File: src/rtl/shot_possession_ctrl.sv
// Game-side controller for the shot clock: drives the shoot level, scores made shots,
// counts shot-clock violations per team and ends the game after MAX_POSS possessions.
module shot_possession_ctrl #(
    parameter int GAP_CYC  = 3,
    parameter int POINTS   = 2,
    parameter int MAX_POSS = 8,
    parameter int SCORE_W  = 8
) (
    input  logic               clk,
    input  logic               rst,
    input  logic               start,
    input  logic               score_btn,
    input  logic               miss_btn,
    input  logic [3:0]         count,
    input  logic               buzz,
    output logic               shoot,
    output logic               possession,
    output logic [SCORE_W-1:0] score_a,
    output logic [SCORE_W-1:0] score_b,
    output logic [3:0]         viol_a,
    output logic [3:0]         viol_b,
    output logic [3:0]         last_count,
    output logic [7:0]         poss_num,
    output logic               done
);

    localparam int GW = (GAP_CYC > 1) ? $clog2(GAP_CYC) : 1;
    localparam logic [GW-1:0] GAP_LAST = GW'(GAP_CYC - 1);
    localparam logic [7:0] POSS_LAST = 8'(MAX_POSS);
    // Points are clamped to the score range so the sum below can never wrap past the carry bit.
    localparam logic [SCORE_W:0] PTS_W =
        (SCORE_W + 1)'((POINTS >= (1 << SCORE_W)) ? ((1 << SCORE_W) - 1) : POINTS);

    typedef enum logic [1:0] {IDLE, GAP, LIVE, DONE} state_t;

    state_t             state_q, state_d;
    logic [GW-1:0]      gap_q, gap_d;
    logic               start_q, score_q, miss_q, buzz_q;
    logic               shoot_q, shoot_d, possession_q, possession_d, done_q, done_d;
    logic [SCORE_W-1:0] score_a_q, score_a_d, score_b_q, score_b_d;
    logic [3:0]         viol_a_q, viol_a_d, viol_b_q, viol_b_d;
    logic [3:0]         last_count_q, last_count_d;
    logic [7:0]         poss_num_q, poss_num_d;
    logic               start_edge, score_edge, miss_edge, buzz_edge, end_poss;

    function automatic logic [SCORE_W-1:0] sat_add(input logic [SCORE_W-1:0] a);
        logic [SCORE_W:0] s;
        s = {1'b0, a} + PTS_W;
        return s[SCORE_W] ? {SCORE_W{1'b1}} : s[SCORE_W-1:0];
    endfunction

    function automatic logic [3:0] sat_inc(input logic [3:0] v);
        return (v == 4'hF) ? v : v + 4'd1;
    endfunction

    assign start_edge = start & ~start_q;
    assign score_edge = score_btn & ~score_q;
    assign miss_edge  = miss_btn & ~miss_q;
    assign buzz_edge  = buzz & ~buzz_q;

    always_comb begin
        state_d      = state_q;
        gap_d        = gap_q;
        possession_d = possession_q;
        score_a_d    = score_a_q;
        score_b_d    = score_b_q;
        viol_a_d     = viol_a_q;
        viol_b_d     = viol_b_q;
        last_count_d = last_count_q;
        poss_num_d   = poss_num_q;
        end_poss     = 1'b0;

        case (state_q)
            IDLE, DONE: begin
                if (start_edge) begin
                    state_d      = GAP;
                    gap_d        = '0;
                    possession_d = 1'b0;
                    score_a_d    = '0;
                    score_b_d    = '0;
                    viol_a_d     = '0;
                    viol_b_d     = '0;
                    last_count_d = '0;
                    poss_num_d   = '0;
                end
            end
            GAP: begin
                if (gap_q == GAP_LAST) begin
                    gap_d   = '0;
                    state_d = LIVE;
                end else begin
                    gap_d = gap_q + 1'b1;
                end
            end
            LIVE: begin
                // Only the highest-priority edge acts; the rest are dropped, not queued.
                if (score_edge) begin
                    if (possession_q) score_b_d = sat_add(score_b_q);
                    else              score_a_d = sat_add(score_a_q);
                    last_count_d = count;
                    end_poss     = 1'b1;
                end else if (buzz_edge) begin
                    if (possession_q) viol_b_d = sat_inc(viol_b_q);
                    else              viol_a_d = sat_inc(viol_a_q);
                    end_poss = 1'b1;
                end else if (miss_edge) begin
                    end_poss = 1'b1;
                end
                if (end_poss) begin
                    possession_d = ~possession_q;
                    poss_num_d   = poss_num_q + 8'd1;
                    state_d      = (poss_num_d == POSS_LAST) ? DONE : GAP;
                end
            end
            default: state_d = IDLE;
        endcase

        shoot_d = (state_d == LIVE);
        done_d  = (state_d == DONE);
    end

    always_ff @(posedge clk) begin
        if (rst) begin
            state_q      <= IDLE;
            gap_q        <= '0;
            start_q      <= 1'b0;
            score_q      <= 1'b0;
            miss_q       <= 1'b0;
            buzz_q       <= 1'b0;
            shoot_q      <= 1'b0;
            possession_q <= 1'b0;
            done_q       <= 1'b0;
            score_a_q    <= '0;
            score_b_q    <= '0;
            viol_a_q     <= '0;
            viol_b_q     <= '0;
            last_count_q <= '0;
            poss_num_q   <= '0;
        end else begin
            state_q      <= state_d;
            gap_q        <= gap_d;
            start_q      <= start;
            score_q      <= score_btn;
            miss_q       <= miss_btn;
            buzz_q       <= buzz;
            shoot_q      <= shoot_d;
            possession_q <= possession_d;
            done_q       <= done_d;
            score_a_q    <= score_a_d;
            score_b_q    <= score_b_d;
            viol_a_q     <= viol_a_d;
            viol_b_q     <= viol_b_d;
            last_count_q <= last_count_d;
            poss_num_q   <= poss_num_d;
        end
    end

    assign shoot      = shoot_q;
    assign possession = possession_q;
    assign score_a    = score_a_q;
    assign score_b    = score_b_q;
    assign viol_a     = viol_a_q;
    assign viol_b     = viol_b_q;
    assign last_count = last_count_q;
    assign poss_num   = poss_num_q;
    assign done       = done_q;

endmodule

File: config.mk
export PLATFORM = sky130hd
export DESIGN_NAME = shot_possession_ctrl
export DESIGN_NICKNAME = d
export VERILOG_FILES = /design/src/rtl/shot_possession_ctrl.sv
export SDC_FILE = /design/constraint.sdc
export NUM_CORES = 1
export LEC_CHECK = 0
export CAP_MARGIN = 20
export CELL_PAD_IN_SITES_DETAIL_PLACEMENT = 1
export CELL_PAD_IN_SITES_GLOBAL_PLACEMENT = 1
export CORE_MARGIN = 2
export CORE_UTILIZATION = 37
export DETAILED_ROUTE_END_ITERATION = 16
export GPL_TIMING_DRIVEN = 0
export PLACE_DENSITY = 0.89
export SETUP_SLACK_MARGIN = 0.1
export SLEW_MARGIN = 10
export SYNTH_ARGS = -nofsm -noshare
export SYNTH_HDL_FRONTEND = slang
export SYNTH_SLANG_ARGS = --single-unit
File: constraint.sdc
create_clock -name clk -period 2.2 [get_ports clk]
set_input_delay 0.44 -clock clk [delete_from_list [all_inputs] [get_ports clk]]
set_output_delay 0.44 -clock clk [all_outputs]
set_load 0.02 [all_outputs]
==> results of run 1 <==
## cell usage in the layout, fill, tap and decap left out, types with 4 or more instances in the layout
| cell type | count |
|---|---|
| a21oi_1 | 26 |
| inv_1 | 9 |
| a311oi_1 | 6 |
| nor2b_1 | 11 |
| buf_4 | 8 |
| clkbuf_1 | 5 |
| nand2_1 | 18 |
| dfxtp_1 | 44 |
| nand2b_1 | 4 |
| ha_1 | 6 |
| clkdlybuf4s50_1 | 47 |
| and3_1 | 11 |
| nor3_1 | 10 |
| nor2_1 | 31 |
| clkbuf_8 | 7 |
| mux2i_1 | 5 |
| o21ai_0 | 20 |
| xnor2_1 | 6 |
| nand3_1 | 14 |
## cells by family (layout without fill, tap and decap cells)
group,count (synthesis),count (layout),share of synthesized area [%]
flops,47,47,40.9
fa+ha+maj,7,7,3.80
simple gates,118,118,26.0
buf+inv,20,82,3.42
xor+xnor,7,7,2.66
compound gates,78,78,21.1
mux,5,5,2.17
## worst max-delay path, stage by stage
cell and delay [ns]:
clkdlybuf4s50_1 0.44, nor2b_2 0.21, or4_4 0.56, a21oi_2 0.18, a311oi_1 0.09, a2111oi_1 0.33
## where the power goes
group / switching (mW) / internal [mW] / total (mW)
registers: 0.00769 / 0.861 / 0.869
clock network: 0.292 / 0.247 / 0.540
logic: 0.114 / 0.0767 / 0.191
total: 0.414 / 1.19 / 1.60
## final cells by class
cell class	count	area, um2
repair buffers	55	531
well taps	75	93.8
inverters	10	37.5
clock inverters	1	5.00
plain buffers	10	65.1
fillers	717	2820
multi-input cells	215	1380
flip-flops and latches	47	945
clock buffers	6	82.6
## worst max-delay path by stage
stage | cells after the start | end | slack, ns
finish | 6 | done | 0.13
detailed placement | 6 | score_a[5] | -0.41
floorplan | 9 | score_b[5] | 0.15
global placement | 6 | score_a[4] | -0.38
CTS | 10 | score_b[1] | 0.11
global route | 10 | score_b[1] | 0.08
## per-layer routing
layer	GRT usage (%)	share of wire, %	routed length (um)
met5	0	0	0
met4	7.00	1.6	112
met3	4.08	5.0	359
met2	36.3	51	3620
met1	23.5	43	3060
## state kept, by name (all words and copies together), names as in the netlist
signal	count
shoot	1
poss_num	8
last_count	4
viol_a	4
score_b	8
gap_q	2
buzz_q	1
viol_b	4
done	1
miss_q	1
score_a	8
start_q	1
state_q	2
score_q	1
possession	1
## repair_timing
| action | in CTS | in global routing |
|---|---|---|
| hold endpoints to repair | 0 | 0 |
| resized for setup | 25 | 7 |
| hold buffers | 0 | 0 |
| pin swaps | 4 | 2 |
| setup buffers | 4 | 4 |
| setup endpoints to repair | 40 | 31 |
## per-stage QoR
step | TNS [ns] | setup slack, ns | hold WS [ns]
2_1_floorplan | 0 | 0.153 | 0.457
3_3_place_gp | -9.35 | -0.377 | 0.443
3_5_place_dp | -11.32 | -0.412 | 0.449
4_1_cts | 0 | 0.109 | 0.462
5_1_grt | 0 | 0.0762 | 0.492
6_report | 0 | 0.134 | 0.455
==> flow_metrics.tcl, run 1 <==
set metrics [dict create \
    yosysUniqueCellTypes 41 \
    dp_hpwl_um 4830 \
    root_buffer "clkbuf_8" \
    crit_arrival_ns 2.24 \
    rsz0062_at_grt "yes" \
    worstPathMaxFanout 4 \
    synth_area_leaders "dfxtp_1, a21oi_1, nor2_1" \
    syn-num-nets 299 \
    die_w_um 82.9 \
    synth_top_area_share_pct 40.9 \
    grt_max_degree 14 \
    power.density_nw_per_um2 510 \
    drive_above_1_share_pct 13.1 \
    cts_buffers 5 \
    die_h_um 82.9 \
    grt_overflow 0 \
    final_cell_area_um2 3140 \
    netlist_instances 282 \
    p_total_mw 1.60 \
    synth-seq-cells 47 \
    cts_tree "done" \
    synth-seq-area-share_pct 40.9 \
    synthArstFlopShare_pct 0 \
    hp-start "score_b[0]" \
    placed_cells 404 \
    insertedDiodeCount 0 \
    post-route-period-util_pct 93.9 \
    track_usage_pct 20.1 \
    grt_pass1_wl_um 11500 \
    period_minus_slack_ns 2.07 \
    drt_iter0_drc 167 \
    route.antenna.remaining_nets 0 \
    yosysTopAreaCell "dfxtp_1" \
    wl_um 7160 \
    io_buffers 47 \
    p_leak_nw 1.11 \
    clk_pin_slew_worst_paths_ns 0.08 \
    antenna_found_initial 0 \
    regToRegStartpoint "state_q[0]" \
    avgSynthCellArea_um2 8.16 \
    grt_pass1_vias 2391 \
    routed_via_density 5.63 \
    placed_area_um2 2870 \
    finalMaxSlewViolations 0 \
    required_ns 2.37 \
    syn_to_final_growth_pct 36.3 \
    drcViolationCount 0 \
    io_pins 49 \
    finalHoldViolCount 0 \
    routed-via-count 2361 \
    synth_area_um2 2300 \
    num_rows 28 \
    fmaxAchievable_mhz 484 \
    worstReg2RegEnd "done" \
    finalNetCount 361 \
    gp_congestion 0.799 \
    crit_start "score_btn" \
    worstHoldPathCells 2 \
    routedWlPerCell_um 17.1 \
    synth-edff-count 0 \
    max-slew-margin-rel_pct 59.5 \
    clkSinkCount 47 \
    synth.top_cells.by_count "dfxtp_1, nor2_1, a21oi_1" \
    die_area_um2 6870 \
    worstSetupEndpointType "register" \
    rr_worst_depth 7 \
    htreeDepth 2 \
    status "finished clean" \
    clock_skew_ns 0.00502 \
    clk_path_buf_depth 2 \
    post-route-util_pct 52.7 \
    synth_most_common_cell "dfxtp_1" \
    first_pass_iters 4 \
    setup_viol 0 \
    yosysWarnings 0 \
    min_to "score_b[0]" \
    irDropWorstVdd_mv 0.297 \
    r2r_setup_slack_ns 0.14 \
    cp-start-kind "input pin" \
    tightest_slew_ns 0.608 \
    finalNonFillerCells 419 \
    initial_core_util_pct 38.7 \
    clock_latency_ns 0.30 \
    hold_class "register to register" \
    drv_cap 0 \
    synth_ff_type "dfxtp_1" \
    fp.coreArea_um2 5960 \
    critPathKind "input pin to register" \
]
(Power assumes the default switching activity.)
==> run 2: changes to the inputs <==
--- a/config.mk
+++ b/config.mk
@@ -12,7 +12,7 @@
 export CORE_UTILIZATION = 37
 export DETAILED_ROUTE_END_ITERATION = 16
 export GPL_TIMING_DRIVEN = 0
-export PLACE_DENSITY = 0.89
+export PLACE_DENSITY_LB_ADDON = 0.2
 export SETUP_SLACK_MARGIN = 0.1
 export SLEW_MARGIN = 10
 export SYNTH_ARGS = -nofsm -noshare
==> run 2 against run 1 <==
Against the previous run:
- clock power fell by 3.7%
- largest power group unchanged
- sequential power barely moved
- critical path type is now register to output port
- largest cell class unchanged
- global-route usage fell by 1.2 points
- power fell by 1.6%
==> flow_metrics.tcl, run 2 (same netlist as run 1, synthesis figures left out) <==
set metrics [dict create \
    seq_power_share_pct 55.2 \
    die_h_um 82.9 \
    initial_core_util_pct 38.7 \
    clk_pin_slew_worst_paths_ns 0.09 \
    first_pass_iters 4 \
    internal_power_mw 1.16 \
    drcViolationCount 0 \
    tightest_slew_ns 0.562 \
    endpoint "possession" \
    nFillCells 727 \
    final_common_cell "clkdlybuf4s50_1" \
    worstReg2RegEnd "score_b[6]" \
    crit_arrival_ns 1.65 \
    grt_overflow 0 \
    finalMaxSlewViolations 0 \
    p_comb_share_pct 11.8 \
    irDropWorstVdd_mv 0.260 \
    worstSetupEndpointType "output port" \
    cp-start-kind "register" \
    p_sw_share_pct 26.5 \
    num_rows 28 \
    p_leak_nw 1.09 \
    grt_max_degree 14 \
    grt_pass1_vias 2220 \
    routed_via_density 5.46 \
    post-route-period-util_pct 94.9 \
    crit_start "possession" \
    cts_tree "done" \
    period_minus_slack_ns 2.09 \
    drv_cap 0 \
    clkSinkCount 47 \
    critPathTopFamily "buffers and inverters" \
    fmaxAchievable_mhz 479 \
    grt_pass1_wl_um 10900 \
    r2r_setup_slack_ns 0.15 \
    dp_hpwl_um 4600 \
    clk_path_buf_depth 2 \
    rsz0062_at_grt "yes" \
    insertedDiodeCount 0 \
    power.density_nw_per_um2 507 \
    gp_congestion 0.807 \
    path_depth 1 \
    worstPathMaxFanout 9 \
    root_buffer "clkbuf_8" \
    hold_buffers 0 \
    wl_um 6610 \
    critPathKind "register to output port" \
    fp.coreArea_um2 5960 \
    cts_buffers 5 \
    track_usage_pct 18.9 \
    route.antenna.remaining_nets 0 \
    p_total_mw 1.57 \
    drt_iter0_drc 117 \
    clock_latency_ns 0.30 \
    antenna_found_initial 0 \
    crit_buf_inv 1 \
    required_ns 1.76 \
    io_pins 49 \
    worstPathCellList "clkdlybuf4s50_1" \
    clock_skew_ns 0.00640 \
    die_w_um 82.9 \
    hold_class "register to register" \
    max-slew-margin-rel_pct 62.6 \
    finalWorstSetupSlack_ns 0.112 \
    syn_to_final_growth_pct 34.9 \
    setup_viol 0 \
    cp_slowest_cell "clkdlybuf4s50_1" \
    regToRegStartpoint "state_q[0]" \
    finalNetCount 358 \
    worst_path_largest_cell_delay_ns 0.71 \
    layout_common_cells "clkdlybuf4s50_1, dfxtp_1, nor2_1, a21oi_1, o21ai_0" \
    p_clk_share_pct 33.0 \
    routed-via-count 2277 \
    rr_worst_depth 10 \
    routedWlPerCell_um 15.9 \
    status "finished clean" \
    drive_above_1_share_pct 12.3 \
    htreeDepth 2 \
    die_area_um2 6870 \
    io_buffers 47 \
    finalHoldViolCount 0 \
    pre_cts_ws_ns -0.451 \
    p_switching_mw 0.417 \
]
## run 2: changes by cell type in the layout (fill, tap and decap cells not counted), sizes merged
cell,before,now
clkbuf,13,14
buf,11,8
## run 2: layout make-up
cell class	instances	area, um2	share of cell area, %
repair buffers	52	508	16.4
inverters	10	37.5	1.21
multi-input cells	215	1380	44.5
clock buffers	7	76.3	2.46
flip-flops and latches	47	943	30.4
well taps	75	93.8	3.02
clock inverters	1	5.00	0.161
plain buffers	10	58.8	1.89
## run 2: power groups by stage
stage | clock, mW | sequential, mW | combinational, mW
after floorplan | 0 | 0.890 | 0.0907
after global placement | 0 | 0.887 | 0.147
after detailed placement | 0 | 0.888 | 0.149
after CTS | 0.540 | 0.869 | 0.170
after global routing | 0.566 | 0.870 | 0.203
final | 0.520 | 0.869 | 0.186
## run 2: how the worst min path moves through the flow
stage | startpoint | to | slack (ns) | cells past startpoint
4_1_cts | score_b[0] | score_b[0] | 0.47 | 2
6_report | score_b[0] | score_b[0] | 0.47 | 2
2_1_floorplan | gap_q[0] | gap_q[0] | 0.46 | 2
5_1_grt | score_b[0] | score_b[0] | 0.50 | 2
3_3_place_gp | score_b[0] | score_b[0] | 0.45 | 2
3_5_place_dp | score_b[0] | score_b[0] | 0.46 | 2
## run 2: through the flow
step	utilization [%]	hold slack [ns]	area [um2]	instances	TNS, ns
2_1_floorplan	-	0.457	2300	282	0
3_3_place_gp	48.1	0.450	2870	404	-10.23
3_5_place_dp	48.1	0.456	2870	404	-11.81
4_1_cts	51.2	0.471	3050	414	0
5_1_grt	52.1	0.500	3110	417	0
6_report	52.1	0.470	3110	417	0
## run 2: layer usage
layer	GRT usage, %	vias up	share of wire, %
met3	4.27	6	3.5
met5	0	-	0
li1	-	1123	-
met2	31.5	36	49
met4	4.47	0	0.97
met1	24.8	1112	46
## run 2: repair_timing
item                       CTS  global route
setup buffers                2             3
resized for setup           23             9
pin swaps                    3             2
setup endpoints to repair   39            31
